$ cat src/rtl/display_processor_pkg.sv
// Shared types for the memory stage: access sizes, bus FSM states, writeback select.
// Also holds the alignment rule used by the optional misalignment trap.
package display_processor_pkg;

  typedef enum logic [1:0] {
    MEM_BYTE = 2'b00,
    MEM_HALF = 2'b01,
    MEM_WORD = 2'b10
  } mem_size_t;

  typedef enum logic [1:0] {
    IDLE = 2'b00,
    REQ  = 2'b01,
    RESP = 2'b10
  } mem_state_t;

  typedef enum logic [1:0] {
    RES_ALU = 2'b00,
    RES_MEM = 2'b01,
    RES_PC4 = 2'b10
  } result_src_t;

  function automatic logic is_misaligned(input mem_size_t size, input logic [1:0] off);
    return ((size == MEM_HALF) && off[0]) || ((size == MEM_WORD) && (off != 2'b00));
  endfunction

endpackage

$ cat src/rtl/memory_stage_load_store_align.sv
// Byte-lane steering for the data bus: store strobes/replicated write data and
// load lane extraction with sign/zero extension. Purely combinational.
module load_store_align
  import display_processor_pkg::*;
(
  input  logic [1:0]  i_off,
  input  mem_size_t   i_size,
  input  logic        i_store,
  input  logic        i_unsigned,
  input  logic [31:0] i_wdata,
  input  logic [31:0] i_rdata,
  output logic [3:0]  o_wstrb,
  output logic [31:0] o_wdata,
  output logic [31:0] o_rdata
);

  logic [7:0]  w_byte;
  logic [15:0] w_half;

  always_comb begin
    case (i_off)
      2'd0:    w_byte = i_rdata[7:0];
      2'd1:    w_byte = i_rdata[15:8];
      2'd2:    w_byte = i_rdata[23:16];
      default: w_byte = i_rdata[31:24];
    endcase
    w_half = i_off[1] ? i_rdata[31:16] : i_rdata[15:0];
  end

  // Half accesses only look at off[1]: an odd half offset is truncated to its container.
  always_comb begin
    o_wstrb = 4'h0;
    o_wdata = i_wdata;
    o_rdata = i_rdata;
    case (i_size)
      MEM_BYTE: begin
        o_wstrb = 4'b0001 << i_off;
        o_wdata = {4{i_wdata[7:0]}};
        o_rdata = {{24{~i_unsigned & w_byte[7]}}, w_byte};
      end
      MEM_HALF: begin
        o_wstrb = 4'b0011 << {i_off[1], 1'b0};
        o_wdata = {2{i_wdata[15:0]}};
        o_rdata = {{16{~i_unsigned & w_half[15]}}, w_half};
      end
      default: begin
        o_wstrb = 4'hF;
        o_wdata = i_wdata;
        o_rdata = i_rdata;
      end
    endcase
    if (!i_store) o_wstrb = 4'h0;
  end

endmodule

$ cat src/rtl/memory_stage.sv
// Pipeline M stage: E->M register, data-bus request/response FSM and stall generation.
// Optional MEM_MISALIGN_TRAP_EN adds m_misaligned and suppresses misaligned bus accesses.
//
// state | meaning
// IDLE  | no access outstanding; M holds a non-memory op, a bubble or a trapped access
// REQ   | address phase, dbus_req_valid high until dbus_req_ready
// RESP  | load accepted, waiting for dbus_rvalid
module memory_stage
  import display_processor_pkg::*;
#(
  parameter int DATA_W = 32
) (
  input  logic              clk,
  input  logic              reset,
  input  logic [DATA_W-1:0] e_alu_result,
  input  logic [DATA_W-1:0] e_write_data,
  input  logic [4:0]        e_rd,
  input  logic [DATA_W-1:0] e_pc_plus_4,
  input  logic              e_reg_write,
  input  result_src_t       e_result_src,
  input  logic              e_mem_read,
  input  logic              e_mem_write,
  input  mem_size_t         e_mem_size,
  input  logic              e_mem_unsigned,
  output logic [DATA_W-1:0] m_alu_result,
  output logic [4:0]        m_rd,
  output logic              m_reg_write,
  output logic              m_wb_valid,
  output result_src_t       m_result_src,
  output logic [DATA_W-1:0] m_pc_plus_4,
  output logic [DATA_W-1:0] m_read_data,
  output logic              m_mem_busy,
  output logic              dbus_req_valid,
  input  logic              dbus_req_ready,
  output logic [DATA_W-1:0] dbus_addr,
  output logic              dbus_we,
  output logic [3:0]        dbus_wstrb,
  output logic [DATA_W-1:0] dbus_wdata,
  input  logic              dbus_rvalid,
  input  logic [DATA_W-1:0] dbus_rdata
`ifdef MEM_MISALIGN_TRAP_EN
  ,
  output logic              m_misaligned
`endif
);

  logic [DATA_W-1:0] r_alu_result;
  logic [DATA_W-1:0] r_write_data;
  logic [4:0]        r_rd;
  logic [DATA_W-1:0] r_pc_plus_4;
  logic              r_reg_write;
  result_src_t       r_result_src;
  logic              r_mem_read;
  logic              r_mem_write;
  mem_size_t         r_mem_size;
  logic              r_mem_unsigned;
  logic              r_misaligned;
  mem_state_t        r_state;

  mem_state_t        w_state_next;
  logic              w_busy;
  logic              w_e_mem;
  logic              w_e_misaligned;
  logic [DATA_W-1:0] w_load_data;

  assign w_e_mem = e_mem_read | e_mem_write;

`ifdef MEM_MISALIGN_TRAP_EN
  assign w_e_misaligned = w_e_mem && is_misaligned(e_mem_size, e_alu_result[1:0]);
  assign m_misaligned   = r_misaligned;
`else
  assign w_e_misaligned = 1'b0;
`endif

  always_ff @(posedge clk) begin
    if (reset) begin
      r_alu_result   <= '0;
      r_write_data   <= '0;
      r_rd           <= '0;
      r_pc_plus_4    <= '0;
      r_reg_write    <= 1'b0;
      r_result_src   <= RES_ALU;
      r_mem_read     <= 1'b0;
      r_mem_write    <= 1'b0;
      r_mem_size     <= MEM_BYTE;
      r_mem_unsigned <= 1'b0;
      r_misaligned   <= 1'b0;
    end else if (!w_busy) begin
      r_alu_result   <= e_alu_result;
      r_write_data   <= e_write_data;
      r_rd           <= e_rd;
      r_pc_plus_4    <= e_pc_plus_4;
      r_reg_write    <= e_reg_write;
      r_result_src   <= e_result_src;
      r_mem_read     <= e_mem_read;
      r_mem_write    <= e_mem_write;
      r_mem_size     <= e_mem_size;
      r_mem_unsigned <= e_mem_unsigned;
      r_misaligned   <= w_e_misaligned;
    end
  end

  always_ff @(posedge clk) begin
    if (reset) r_state <= IDLE;
    else       r_state <= w_state_next;
  end

  // The completion cycle is not busy, so the next op is captured on the same edge
  // and its first state overrides the local transition.
  always_comb begin
    w_state_next   = r_state;
    w_busy         = 1'b0;
    dbus_req_valid = 1'b0;
    m_read_data    = '0;
    case (r_state)
      IDLE: ;
      REQ: begin
        dbus_req_valid = 1'b1;
        w_busy         = !(dbus_req_ready && r_mem_write);
        if (dbus_req_ready) w_state_next = r_mem_write ? IDLE : RESP;
      end
      RESP: begin
        if (dbus_rvalid) begin
          w_state_next = IDLE;
          m_read_data  = w_load_data;
        end else begin
          w_busy = 1'b1;
        end
      end
      default: w_state_next = IDLE;
    endcase
    if (!w_busy) w_state_next = (w_e_mem && !w_e_misaligned) ? REQ : IDLE;
  end

  load_store_align u_align (
    .i_off      (r_alu_result[1:0]),
    .i_size     (r_mem_size),
    .i_store    (r_mem_write),
    .i_unsigned (r_mem_unsigned),
    .i_wdata    (r_write_data),
    .i_rdata    (dbus_rdata),
    .o_wstrb    (dbus_wstrb),
    .o_wdata    (dbus_wdata),
    .o_rdata    (w_load_data)
  );

  assign dbus_addr    = {r_alu_result[DATA_W-1:2], 2'b00};
  assign dbus_we      = r_mem_write;
  assign m_mem_busy   = w_busy;
  assign m_wb_valid   = !w_busy && !r_misaligned;
  assign m_alu_result = r_alu_result;
  assign m_rd         = r_rd;
  assign m_reg_write  = r_reg_write;
  assign m_result_src = r_result_src;
  assign m_pc_plus_4  = r_pc_plus_4;

endmodule

$ cat config.mk
export PLATFORM = sky130hd
export DESIGN_NAME = memory_stage
export DESIGN_NICKNAME = d
export VERILOG_FILES = /design/src/rtl/display_processor_pkg.sv /design/src/rtl/memory_stage_load_store_align.sv /design/src/rtl/memory_stage.sv
export SDC_FILE = /design/constraint.sdc
export NUM_CORES = 1
export LEC_CHECK = 0
export CORE_ASPECT_RATIO = 1.25
export CORE_MARGIN = 5
export CORE_UTILIZATION = 38
export CTS_CLUSTER_DIAMETER = 30
export CTS_CLUSTER_SIZE = 30
export DETAILED_ROUTE_END_ITERATION = 6
export PLACE_DENSITY_LB_ADDON = 0.25
export SETUP_SLACK_MARGIN = 0.3
export SYNTH_ARGS = -nofsm -noshare
export SYNTH_HDL_FRONTEND = slang
export SYNTH_SLANG_ARGS = --single-unit
$ cat constraint.sdc
create_clock -name clk -period 3.6 [get_ports clk]
set_input_delay 1.08 -clock clk [delete_from_list [all_inputs] [get_ports clk]]
set_output_delay 1.08 -clock clk [all_outputs]
set_load 0.05 [all_outputs]
==> summary.md, run 1 <==
| Metric | Value |
|---|---|
| Status | `complete, but fails checks` |
| Failing checks | `setup timing` |
| Grt ovf | `0` |
| FF+latch count, synth | `110` |
| DR WL/cell | `~17 um` |
| Leak | `3.76 nW` |
| Asr flop ratio synth | `0` |
| WHS Path Cells | `2` |
| Root Driver | `clkbuf_16` |
| Main synth FF type | `dfxtp_1` |
| FP Rows | `between 40 and 50` |
| ANT nets after route | `0` |
| Synthesis Warnings | `0` |
| Top post-synthesis cells by count | `228 x nand2_1, 117 x a21oi_1, 110 x dfxtp_1` |
| CTS tree | `built` |
| Most numerous cell in the Yosys netlist | `nand2_1` |
| Synth area leader | `dfxtp_1` |
| CTS buffer count | `9` |
| Vias per cell | `4.92` |
| GRT Total Usage | `0.221` |
| Path depth of the worst reg2reg path | `7` |
| Logic gate share of total power | `0.351` |
| Final setup fails | `24` |
| Final WS setup | `-0.0839 ns` |
| Fmax | `271 MHz` |
| Worst Skew | `around 0.0086 ns` |
| Clock power frac | `0.274` |
| P&R area growth vs syn | `77.2%` |
| First-pass GRT wire length | `28400 um` |
| Hold Path Origin | `m_rd[1]` |
| Sw Pwr | `1.33 mW` |
| First drt pass iteration count | `5` |
| GPL Wtd Cong | `around 0.86` |
| DR iter-0 viols | `353` |
| Clock Latency Late Sink | `0.34 ns` |
| Vias in the first global route | `5280` |
| Reg clk slew, reported paths | `around 0.060 ns` |
| Final Cycle Share | `1.02` |
| Chip width | `between 100 and 150 um` |
| CP required | `2.52 ns` |
| Layout cell share with drive strength beyond 1 | `0.172` |
| Final nets | `1086` |
| Hold Path End | `m_rd[1]` |
| Crit end category | `output port` |
| Worst Hold Class | `reg2reg` |
| CP Data Arrival Time | `between 2 and 3 ns` |
| Post-synth EDFFs | `0` |
| DR vias | `about 5500` |
| Crit Path Class | `in2out` |
| Post-synthesis sequential area ratio | `0.422` |
| Die Y | `about 140 um` |
| Synth top area share | `0.422` |
| Post-Synthesis Cells | `677` |
| Yosys cell types | `39` |
| Fin. Hold Viols | `0` |
| Relative slew slack | `0.413` |
| Synth Cell Area | `~0.0052 mm2` |
| Final HPWL DP | `13900 um` |
| Int Pwr | `between 2 and 2.5 mW` |
| R2R Path End | `r_state[0]` |
| Reg-to-reg startpoint | `r_state[1]` |
| Drt drc | `0` |
| Area contributors post-synth | `dfxtp_1 42%, nand2_1 16%, a21oi_1 11%, buf_4 5.8%, mux2_2 5.2%` |
| Core Area | `approximately 0.014 mm2` |
| Final Util | `0.678` |
| Maximum vdd drop | `247 uV` |
| Max Cap Violations | `0` |
| Slew @ Worst Pin | `0.881 ns` |
| H-tree lvl count | `3` |
| Setup slack, reg-to-reg | `1.37 ns` |
| Ant. Diodes | `0` |
| Io pins | `roughly 320` |
| Post-route minimum period | `3.68 ns` |
| Port Buffers | `about 320` |
| RSZ-0062 raised after global routing | `true` |
| Critical Path Start Type | `primary input` |
| Min Hold Slack | `~0.45 ns` |
| Worst-case clock buffer depth | `2` |
| Routed wire length | `18800 um` |
| Initial Util | `0.383` |
| Initial antenna violation count | `0` |
| PD cells | `401 mW/mm2` |
| Die area | `between 0.015 and 0.02 mm2` |
| CP max FO | `8` |
| Worst slack at placement | `-0.529 ns` |
| CTS Sinks | `110` |
| Largest net degree at the start of global routing | `108` |
| Max Slew Vio Count | `0` |
| Sequential share of power | `0.375` |
| Post-Syn Area per Cell | `about 7.7 um2` |
| Sw frac | `0.360` |
[worst max path at each step]
stage | from | to
2_1_floorplan | dbus_rdata[23] | m_read_data[21]
3_3_place_gp | dbus_rdata[23] | m_read_data[19]
3_5_place_dp | dbus_rdata[23] | m_read_data[17]
4_1_cts | dbus_rdata[7] | m_read_data[30]
5_1_grt | dbus_rdata[7] | m_read_data[30]
6_report | dbus_rdata[7] | m_read_data[9]
[layer usage]
metal	share of wire	track usage
met1	0.38	0.251
met2	0.50	0.387
met3	0.092	0.0786
met4	0.020	0.0661
met5	0	0
[critical path, stage by stage]
cell      delay [ns]
buf_8           0.08
nand2b_4        0.04
a2111o_1        0.49
buf_4           0.18
a21o_4          0.29
a211oi_4        0.27
buf_12          0.17
[stage by stage]
step	instance area (um2)	TNS, ns	total power [mW]	std cells
after CTS	9190	-2.02	3.74	1117
after detailed placement	8800	-11.95	2.71	1099
after floorplan	5360	0	2.21	678
after global routing	9250	-2.08	3.86	1118
final	9250	-1.19	3.71	1118
after global placement	8800	-11.52	2.70	1099
[what timing repair did]
| action | 4_1_cts | 5_1_grt |
|---|---|---|
| hold buffers | 0 | 0 |
| pin swaps | 19 | 13 |
| cloned | 1 | 0 |
| setup buffers | 1 | 1 |
| endpoints found under the setup margin | 36 | 42 |
| resized for setup | 49 | 32 |
[flip-flops by register name (all words and copies together), names as in the netlist]
name and count:
r_state 2, r_mem_unsigned 1, r_mem_size 2, m_rd 5, m_result_src 2, m_alu_result 32, m_reg_write 1, r_write_data 32
m_pc_plus_4 32, dbus_we 1
[cells in the final DEF, fill, tap and decap left out, types with 6 or more instances in the layout]
cell | netlist | routed
buf_12 | 0 | 40
nor2b_1 | 13 | 12
clkdlybuf4s15_1 | 0 | 8
a222oi_1 | 7 | 7
nand2_1 | 228 | 226
o21ai_0 | 12 | 11
mux2_2 | 24 | 16
a211oi_4 | 0 | 8
a21o_4 | 0 | 6
mux2i_1 | 8 | 8
clkdlybuf4s50_1 | 0 | 245
mux2_4 | 0 | 8
nor2_1 | 13 | 11
dfxtp_1 | 110 | 107
a21o_2 | 11 | 11
clkbuf_16 | 0 | 13
buf_4 | 40 | 28
a21oi_1 | 117 | 117
[cell families (layout without fill, tap and decap cells)]
kind of cell,count (synthesis),after routing,share of synthesized area
AOI/OAI and AO/OA,174,174,0.199
adders and majority gates,3,3,0.00719
buffers and inverters,93,358,0.100
DFF,110,110,0.422
muxes,32,32,0.0671
other,1,2,0.000718
and+or+nand+nor,264,264,0.204
[power groups by stage]
| stage | clock network (mW) | registers, mW | logic [mW] |
|---|---|---|---|
| 6_report | 1.02 | 1.39 | 1.30 |
| 5_1_grt | 1.09 | 1.41 | 1.36 |
| 4_1_cts | 1.04 | 1.39 | 1.30 |
| 3_5_place_dp | 0 | 1.42 | 1.29 |
| 3_3_place_gp | 0 | 1.41 | 1.29 |
| 2_1_floorplan | 0 | 1.60 | 0.606 |
[area by class of cell]
class                   instances  area [um2]
clock inverters                 7        78.8
repair buffers                339        3780
multi-input cells             475        2730
clock buffers                   9         225
flip-flops and latches        110        2210
well taps                     175         219
inverters                       3        12.5
fillers                      1093        4380
Note: power is estimated with default switching activity, not from simulation.
==> run 2: changes to the inputs <==
==> constraint.sdc (replaced) <==
create_clock -name clk -period 3.73 [get_ports clk]
set_input_delay 1.119 -clock clk [delete_from_list [all_inputs] [get_ports clk]]
set_output_delay 1.119 -clock clk [all_outputs]
set_load 0.05 [all_outputs]
==> summary.md, run 2 (synthesis gave the netlist of run 1 again) <==
| Metric | Value |
|---|---|
| CP Data Arrival Time | `between 2 and 3 ns` |
| Hold Path Origin | `m_rd[3]` |
| Slew @ Worst Pin | `between 0.7 and 0.8 ns` |
| Max incr delay on CP | `between 0.4 and 0.5 ns` |
| WP buf/inv | `4` |
| Worst path depth | `8` |
| DR WL/cell | `between 15 and 20 um` |
| Io pins | `about 320` |
| Fin. Hold Viols | `0` |
| CTS tree | `built` |
| P&R area growth vs syn | `77.4%` |
| Max Slew Vio Count | `0` |
| Initial Util | `0.383` |
| H-tree lvl count | `3` |
| Worst Skew | `0.0144 ns` |
| Routed wire length | `around 19000 um` |
| Die area | `0.0162 mm2` |
| Setup tns final | `-0.491 ns` |
| Relative slew slack | `0.520` |
| Chip width | `~110 um` |
| RSZ-0062 raised after global routing | `true` |
| Crit end category | `output port` |
| Initial antenna violation count | `0` |
| Drt drc | `0` |
| Port Buffers | `about 320` |
| Commonest non-fill, non-tap cell in the layout | `clkdlybuf4s50_1` |
| First drt pass iteration count | `5` |
| GRT Total Usage | `0.229` |
| Final setup fails | `24` |
| Largest net degree at the start of global routing | `about 110` |
| Worst-case clock buffer depth | `2` |
| Vias per cell | `about 5` |
| Status | `complete, but fails checks` |
| GPL Wtd Cong | `roughly 0.86` |
| DR vias | `approximately 5600` |
| Reg-to-reg startpoint | `r_state[0]` |
| ANT nets after route | `0` |
| Most frequent cells in the layout | `252 x clkdlybuf4s50_1, 226 x nand2_1, 117 x a21oi_1` |
| Ant. Diodes | `0` |
| FP Rows | `between 40 and 50` |
| Clock Latency Late Sink | `~0.35 ns` |
| Root Driver | `clkbuf_16` |
| Crit Path Class | `in2out` |
| CP required | `between 2 and 3 ns` |
| Fillers | `roughly 1100` |
| Leak | `roughly 3.7 nW` |
| Crit path launch | `dbus_rdata[7]` |
| Grt ovf | `0` |
| Failing checks | `setup timing` |
| Final HPWL DP | `about 14000 um` |
| Max Cap Violations | `0` |
| First-pass GRT wire length | `just under 30000 um` |
| # hold bufs at CTS | `0` |
| Worst Hold Class | `reg2reg` |
| Reg clk slew, reported paths | `~0.080 ns` |
| Maximum vdd drop | `roughly 250 uV` |
| Cell Chain, Critical Path | `buf_8 > nand2b_4 > a2111o_1 > a2111oi_4 > buf_4 > clkbuf_16 > a21o_4 > buf_12` |
| PD cells | `a little under 400 mW/mm2` |
| Final Cell Area | `between 0.009 and 0.01 mm2` |
| Delay-heaviest family, CP | `compound AO/OA/AOI/OAI gates` |
| Final Cycle Share | `1.01` |
| Core Area | `0.0136 mm2` |
| CP max FO | `8` |
| Fmax | `265 MHz` |
| Layout cell share with drive strength beyond 1 | `0.167` |
| CTS buffer count | `9` |
| Final nets | `between 1000 and 1500` |
| Critical Path Start Type | `primary input` |
| Path depth of the worst reg2reg path | `7` |
| Die Y | `between 100 and 150 um` |
| WHS Path Cells | `2` |
| Area post-placement | `0.00873 mm2` |
| Vias in the first global route | `5582` |
| Post-route minimum period | `3.77 ns` |
| Final WS setup | `-0.0405 ns` |
| Slowest cell on crit path | `a2111o_1` |
| CTS Sinks | `110` |
| DR iter-0 viols | `between 200 and 300` |
==> run 2: changes by cell type in the layout (fill, tap and decap cells not counted), moves of 5 or more <==
cell	before	now
clkdlybuf4s15_1	8	2
a21o_4	6	17
clkdlybuf4s50_1	245	252
buf_4	28	34
nor2_2	1	6
dlygate4sd2_1	4	13
a21o_2	11	0
==> run 2: routing by layer <==
metal,track usage,up-vias,share of wire,routed length [um]
li1,-,2727,-,-
met1,0.256,2574,0.38,7390
met2,0.398,255,0.50,9580
met3,0.0773,41,0.092,1780
met4,0.0865,0,0.029,566
met5,0,-,0,0
==> run 2: area by class of cell <==
cell class | instances | area (um2) | area share
sequential | 110 | 2210 | 0.238
clock buffer | 9 | 225 | 0.0243
inverter | 3 | 12.5 | 0.00135
multi-input combinational | 475 | 2780 | 0.301
tap | 175 | 219 | 0.0236
timing repair buffer | 342 | 3720 | 0.402
clock inverter | 7 | 91.3 | 0.00986
==> run 2: final timing paths <==
check	to	slack, ns
setup reg to reg	r_state[0]	1.51
hold reg to reg	m_rd[3]	0.45
hold / removal	m_rd[3]	0.45
setup / recovery	m_read_data[28]	-0.04
==> run 2: worst min-delay path: stages (launching register included) <==
cell and delay (ns):
dfxtp_1 0.31, nand2_1 0.05, a21oi_1 0.05
==> run 2: what timing repair did <==
item / CTS / global route
gates cloned: 1 / 0
resized for setup: 52 / 18
pin swaps: 19 / 3
hold endpoints to repair: 0 / 0
setup buffers: 3 / 1
setup endpoints to repair: 41 / 33
==> run 2: power by group <==
| group | internal [mW] | total (mW) | switching [mW] |
|---|---|---|---|
| combinational | 0.472 | 1.23 | 0.755 |
| clock | 0.537 | 1.00 | 0.466 |
| sequential | 1.26 | 1.35 | 0.0816 |
==> run 2: per-stage QoR <==
stage / util / power (mW) / setup slack [ns] / cells / hold slack (ns)
2_1_floorplan: - / 2.13 / 0.0893 / 678 / 0.428
3_3_place_gp: 0.640 / 2.59 / -0.407 / 1100 / 0.437
3_5_place_dp: 0.640 / 2.59 / -0.456 / 1100 / 0.443
4_1_cts: 0.674 / 3.61 / -0.0680 / 1120 / 0.454
5_1_grt: 0.679 / 3.73 / -0.0702 / 1121 / 0.472
6_report: 0.679 / 3.58 / -0.0405 / 1121 / 0.452
==> run 3: changes to the inputs <==
--- a/config.mk
+++ b/config.mk
@@ -11,6 +11,7 @@
 export CTS_CLUSTER_DIAMETER = 30
 export CTS_CLUSTER_SIZE = 30
 export DETAILED_ROUTE_END_ITERATION = 6
+export HOLD_SLACK_MARGIN = 0.12
 export PLACE_DENSITY_LB_ADDON = 0.25
 export SETUP_SLACK_MARGIN = 0.3
 export SYNTH_ARGS = -nofsm -noshare
==> results of run 3 <==
No change in the layout: final DEF, timing and power equal those of run 2.
